$ cat config.mk
export PLATFORM = sky130hd
export DESIGN_NAME = shift_deserializer
export DESIGN_NICKNAME = d
export VERILOG_FILES = /design/src/rtl/shift_deserializer.sv
export SDC_FILE = /design/constraint.sdc
export NUM_CORES = 1
export LEC_CHECK = 0
export ABC_CLOCK_PERIOD_IN_PS = 2200
export CORE_MARGIN = 5
export CORE_UTILIZATION = 49
export CTS_BUF_LIST = sky130_fd_sc_hd__clkbuf_16
export DETAILED_ROUTE_END_ITERATION = 10
export HOLD_SLACK_MARGIN = 0.12
export PLACE_DENSITY = 0.71
export SLEW_MARGIN = 25
export SYNTH_ARGS = -nofsm -noshare
export SYNTH_HDL_FRONTEND = slang
export SYNTH_SLANG_ARGS = --single-unit
$ cat constraint.sdc
create_clock -name clk -period 2.2 [get_ports clk]
set_input_delay 0.55 -clock clk [delete_from_list [all_inputs] [get_ports clk]]
set_output_delay 0.55 -clock clk [all_outputs]
set_load 0.05 [all_outputs]
$ cat src/rtl/shift_deserializer.sv
// Serial-to-parallel deserializer: frames of WIDTH bits, selectable bit order,
// single-entry output register with valid/ready handshake and a sticky overrun flag.
module shift_deserializer #(
  parameter int WIDTH = 8
) (
  input  logic             clk,
  input  logic             rst_n,
  input  logic             start,
  input  logic             shift,
  input  logic             sdi,
  input  logic             dir,
  input  logic             ready,
  output logic [WIDTH-1:0] data_out,
  output logic             valid,
  output logic             busy,
  output logic             overrun
);

  localparam int CW = $clog2(WIDTH + 1);

  typedef enum logic {
    ST_IDLE,
    ST_SHIFT
  } state_e;

  state_e           state_q, state_d;
  logic [CW-1:0]    cnt_q, cnt_d;
  logic [WIDTH-1:0] sreg_q, sreg_d;
  logic             dir_q, dir_d;
  logic [WIDTH-1:0] data_q, data_d;
  logic             valid_q, valid_d;
  logic             ovr_q, ovr_d;
  logic [WIDTH-1:0] shifted;
  logic             word_done;
  logic             handshake;

  // dir_q = 1 shifts right (LSB-first), so the first received bit ends up in bit 0.
  assign shifted   = dir_q ? {sdi, sreg_q[WIDTH-1:1]} : {sreg_q[WIDTH-2:0], sdi};
  assign handshake = valid_q & ready;

  // NOTE: every variable gets a default at the top of the block; a path that
  // skips an assignment would otherwise infer a latch.
  always_comb begin
    state_d   = state_q;
    cnt_d     = cnt_q;
    sreg_d    = sreg_q;
    dir_d     = dir_q;
    word_done = 1'b0;

    if (start) begin
      // Same action from IDLE and as a mid-frame restart; shift is ignored.
      state_d = ST_SHIFT;
      cnt_d   = '0;
      sreg_d  = '0;
      dir_d   = dir;
    end else if (state_q == ST_SHIFT && shift) begin
      sreg_d = shifted;
      if (cnt_q == CW'(WIDTH - 1)) begin
        state_d   = ST_IDLE;
        cnt_d     = '0;
        word_done = 1'b1;
      end else begin
        cnt_d = cnt_q + CW'(1);
      end
    end
  end

  always_comb begin
    data_d  = data_q;
    valid_d = valid_q;
    ovr_d   = ovr_q;

    if (word_done) begin
      if (!valid_q || ready) begin
        data_d  = shifted;
        valid_d = 1'b1;
        if (handshake) ovr_d = 1'b0;
      end else begin
        ovr_d = 1'b1;
      end
    end else if (handshake) begin
      valid_d = 1'b0;
      ovr_d   = 1'b0;
    end
  end

  // NOTE: state uses non-blocking assignments so every register samples the
  // pre-edge values; all registers here are plain flops, so each one is reset.
  always_ff @(posedge clk or negedge rst_n) begin
    if (!rst_n) begin
      state_q <= ST_IDLE;
      cnt_q   <= '0;
      sreg_q  <= '0;
      dir_q   <= 1'b0;
      data_q  <= '0;
      valid_q <= 1'b0;
      ovr_q   <= 1'b0;
    end else begin
      state_q <= state_d;
      cnt_q   <= cnt_d;
      sreg_q  <= sreg_d;
      dir_q   <= dir_d;
      data_q  <= data_d;
      valid_q <= valid_d;
      ovr_q   <= ovr_d;
    end
  end

  assign data_out = data_q;
  assign valid    = valid_q;
  assign busy     = (state_q == ST_SHIFT);
  assign overrun  = ovr_q;

endmodule

==> impl_metrics.py <==
metrics = {
    "layout": {
        "areaGrowthSynthToFinish_pct": 27.1,
        "fillers": 191,
        "antenna_cells": 0,
        "drive_gt1_frac": 0.224,
        "final_nets": 126,
        "post-route-util": 0.639,
    },
    "sta": {
        "hold_viol": 0,
        "finalSetupViolations": 0,
        "post-route-min-period_ns": 2.09,
        "fin_setup_tns_ns": 0,
        "final.setup_skew_ns": 0.00376,
        "timing.fmax_mhz": 479,
        "maxSlewViolCount": 0,
        "max-slew-margin-rel": 0.667,
        "finalCritPeriodShare": 0.948,
        "worst_pin_slew_ns": 0.498,
        "rsz0062_at_grt": "false",
    },
    "critical_path": {
        "crit_family": "buffers and inverters",
        "crit_arrival_ns": 1.54,
        "cp_num_buf_inv": 1,
        "start_kind": "flop",
        "critical_path_class": "flop to output port",
        "cp.required_ns": 1.65,
        "worst_path_max_delay_cell": "clkdlybuf4s50_1",
        "crit_chain": "clkdlybuf4s50_1",
        "end_kind": "output port",
        "slowest_delay_ns": 0.84,
        "cp_max_fo": 5,
    },
    "placement": {
        "hpwl_um": 1440,
        "portBuffers": 17,
        "place_congestion": 0.698,
    },
    "power": {
        "powerDensity_nw_per_um2": 681,
        "vdd_ir_drop_max_uv": 487,
        "leakage_nw": 0.633,
    },
    "floorplan": {
        "initial_core_util": 0.503,
        "core_area_um2": 2170,
        "dieArea_um2": 3270,
        "die_x_um": 57.2,
        "die_h_um": 57.2,
        "ios": 18,
        "rows": 17,
    },
    "routing": {
        "viasPerCell": 5.24,
        "wl_met2_um": 1060,
        "topRoutingLayerUsed": "met4",
        "wl_met1_um": 912,
        "drc": 0,
        "drt-total-wl_um": 2070,
        "wl_met3_um": 73,
        "avgRoutedWirePerCell_um": 14.4,
        "drt_iter0_drc": 15,
        "num_vias": 754,
        "firstDrtPassIters": 4,
        "detail-route-antenna-nets": 0,
    },
    "synthesis": {
        "ys.flop_type": "dfrtp_1",
        "netlist_area_um2": 1090,
        "synth.most_common_cell": "dfrtp_1",
        "yosysTopAreaCellShare": 0.550,
        "synth_top_cell_by_area": "dfrtp_1",
        "ys_warn_count": 0,
        "syn_nets": 103,
        "ys_seq_elements": 24,
        "synth_edf_count": 0,
        "synth_seq_area_share": 0.550,
        "synth_area_leaders": "dfrtp_1 (55%), mux2_2 (14%), nor2_1 (6.2%), mux2i_1 (3.7%), nor3_1 (3.7%)",
        "async_reset_ff_frac": 1.00,
        "synth.distinct_cells": 22,
        "ys_top_cells_by_count": "dfrtp_1 (24), nor2_1 (18), mux2_2 (14)",
        "postSynthCellCount": 95,
        "syn_avg_cell_area_um2": 11.5,
    },
    "run": {
        "cap_violations": 0,
    },
    "cts": {
        "cts_tree": "yes",
        "clk_latency_ns": 0.25,
        "cts.sinks": 24,
        "clockBufferDepth": 2,
        "cts.clk_slew.worst_paths_ns": 0.06,
        "cts-root-buf": "clkbuf_16",
        "ctsHoldBuffers": 0,
        "cts_inserted_buffers": 3,
        "ctsResizeCount": 0,
        "postCtsSetupRepairBufs": 0,
        "cts_htree_levels": 1,
    },
    "global_route": {
        "grt_max_degree": 25,
        "grt_pass1_vias": 826,
        "grt_antenna_before_repair": 0,
        "grt_usage": 0.147,
        "grt_overflow": 0,
        "grt_pass1_wl_um": 3760,
    },
    "status": {
        "outcome": "finished clean",
    },
    "hold_path": {
        "holdCritPathClass": "flop to flop",
    },
}
## routing by layer
metal,vias to the layer above,GRT usage
met2,12,0.256
met1,369,0.175
met5,-,0
met4,0,0.0596
met3,4,0.0317
li1,369,-
## flip-flops by register name (all words and copies together) (netlist names)
signal	count
sreg_q	8
cnt_q	4
busy	1
data_out	8
dir_q	1
overrun	1
valid	1
## kinds of logic (layout without fill, tap and decap cells)
| kind of cell | Yosys count | count (layout) | share of synthesized area |
|---|---|---|---|
| buffers and inverters | 6 | 27 | 0.0275 |
| and+or+nand+nor | 39 | 39 | 0.187 |
| AOI/OAI and AO/OA | 6 | 6 | 0.0344 |
| muxes | 18 | 18 | 0.181 |
| adders and majority gates | 1 | 1 | 0.0115 |
| DFF | 24 | 24 | 0.550 |
| xor gates and xnor gates | 1 | 1 | 0.00803 |
## final timing paths
kind | from | endpoint | slack [ns] | cells after the start
min | data_out[6]$_DFFE_PN0P_ | data_out[6]$_DFFE_PN0P_ | 0.51 | 1
min in group asynchronous | rst_n | data_out[3]$_DFFE_PN0P_ | 0.65 | 2
min reg2reg | data_out[6]$_DFFE_PN0P_ | data_out[6]$_DFFE_PN0P_ | 0.51 | 1
max reg2reg | cnt_q[0]$_DFFE_PN0P_ | data_out[2]$_DFFE_PN0P_ | 0.47 | 5
max | busy$_DFFE_PN0P_ | busy | 0.11 | 1
max in group asynchronous | rst_n | data_out[6]$_DFFE_PN0P_ | 1.32 | 2
## through the flow
stage | total power [W] | std cells | hold WS, ns | setup slack, ns | area, um^2
final | 0.000944 | 144 | 0.510 | 0.114 | 1390
after global routing | 0.000982 | 144 | 0.533 | 0.0653 | 1390
after CTS | 0.000953 | 144 | 0.510 | 0.0970 | 1390
after detailed placement | 0.000569 | 141 | 0.498 | 0.110 | 1310
after global placement | 0.000566 | 141 | 0.494 | 0.134 | 1310
after floorplan | 0.000532 | 95 | 0.254 | 0.356 | 1090
## cell type report
cell class,instances,area (um^2),share of cell area
Sequential cell,24,601,0.433
Timing Repair Buffer,22,208,0.150
Tap cell,28,35.0,0.0253
Inverter,2,7.51,0.00542
Multi-Input combinational cell,65,460,0.332
Clock buffer,3,75.1,0.0542
## placed cells by master, fill, tap and decap left out
cell type,synthesis,routed
a211oi_1,2,2
a21oi_1,3,3
and2_2,1,1
buf_4,0,5
clkbuf_16,0,3
clkdlybuf4s50_1,0,17
dfrtp_1,24,24
ha_1,1,1
inv_1,2,2
mux2_2,14,14
mux2i_1,4,4
nand2_1,3,3
nand2_4,1,1
nand3_1,1,1
nand3b_1,2,2
nand4_1,1,1
nor2_1,18,18
nor2b_1,2,2
nor3_1,8,8
nor4_4,1,1
o21a_1,1,1
or2_2,1,1
xor2_1,1,1
## power by group
| part | switching (W) | internal, W | total [W] |
|---|---|---|---|
| combinational | 0.0000448 | 0.0000441 | 0.0000890 |
| sequential | 0.0000171 | 0.000457 | 0.000474 |
| clock | 0.000141 | 0.000240 | 0.000381 |
| total | 0.000203 | 0.000741 | 0.000944 |
No activity file was read; power rests on OpenSTA's default activity.
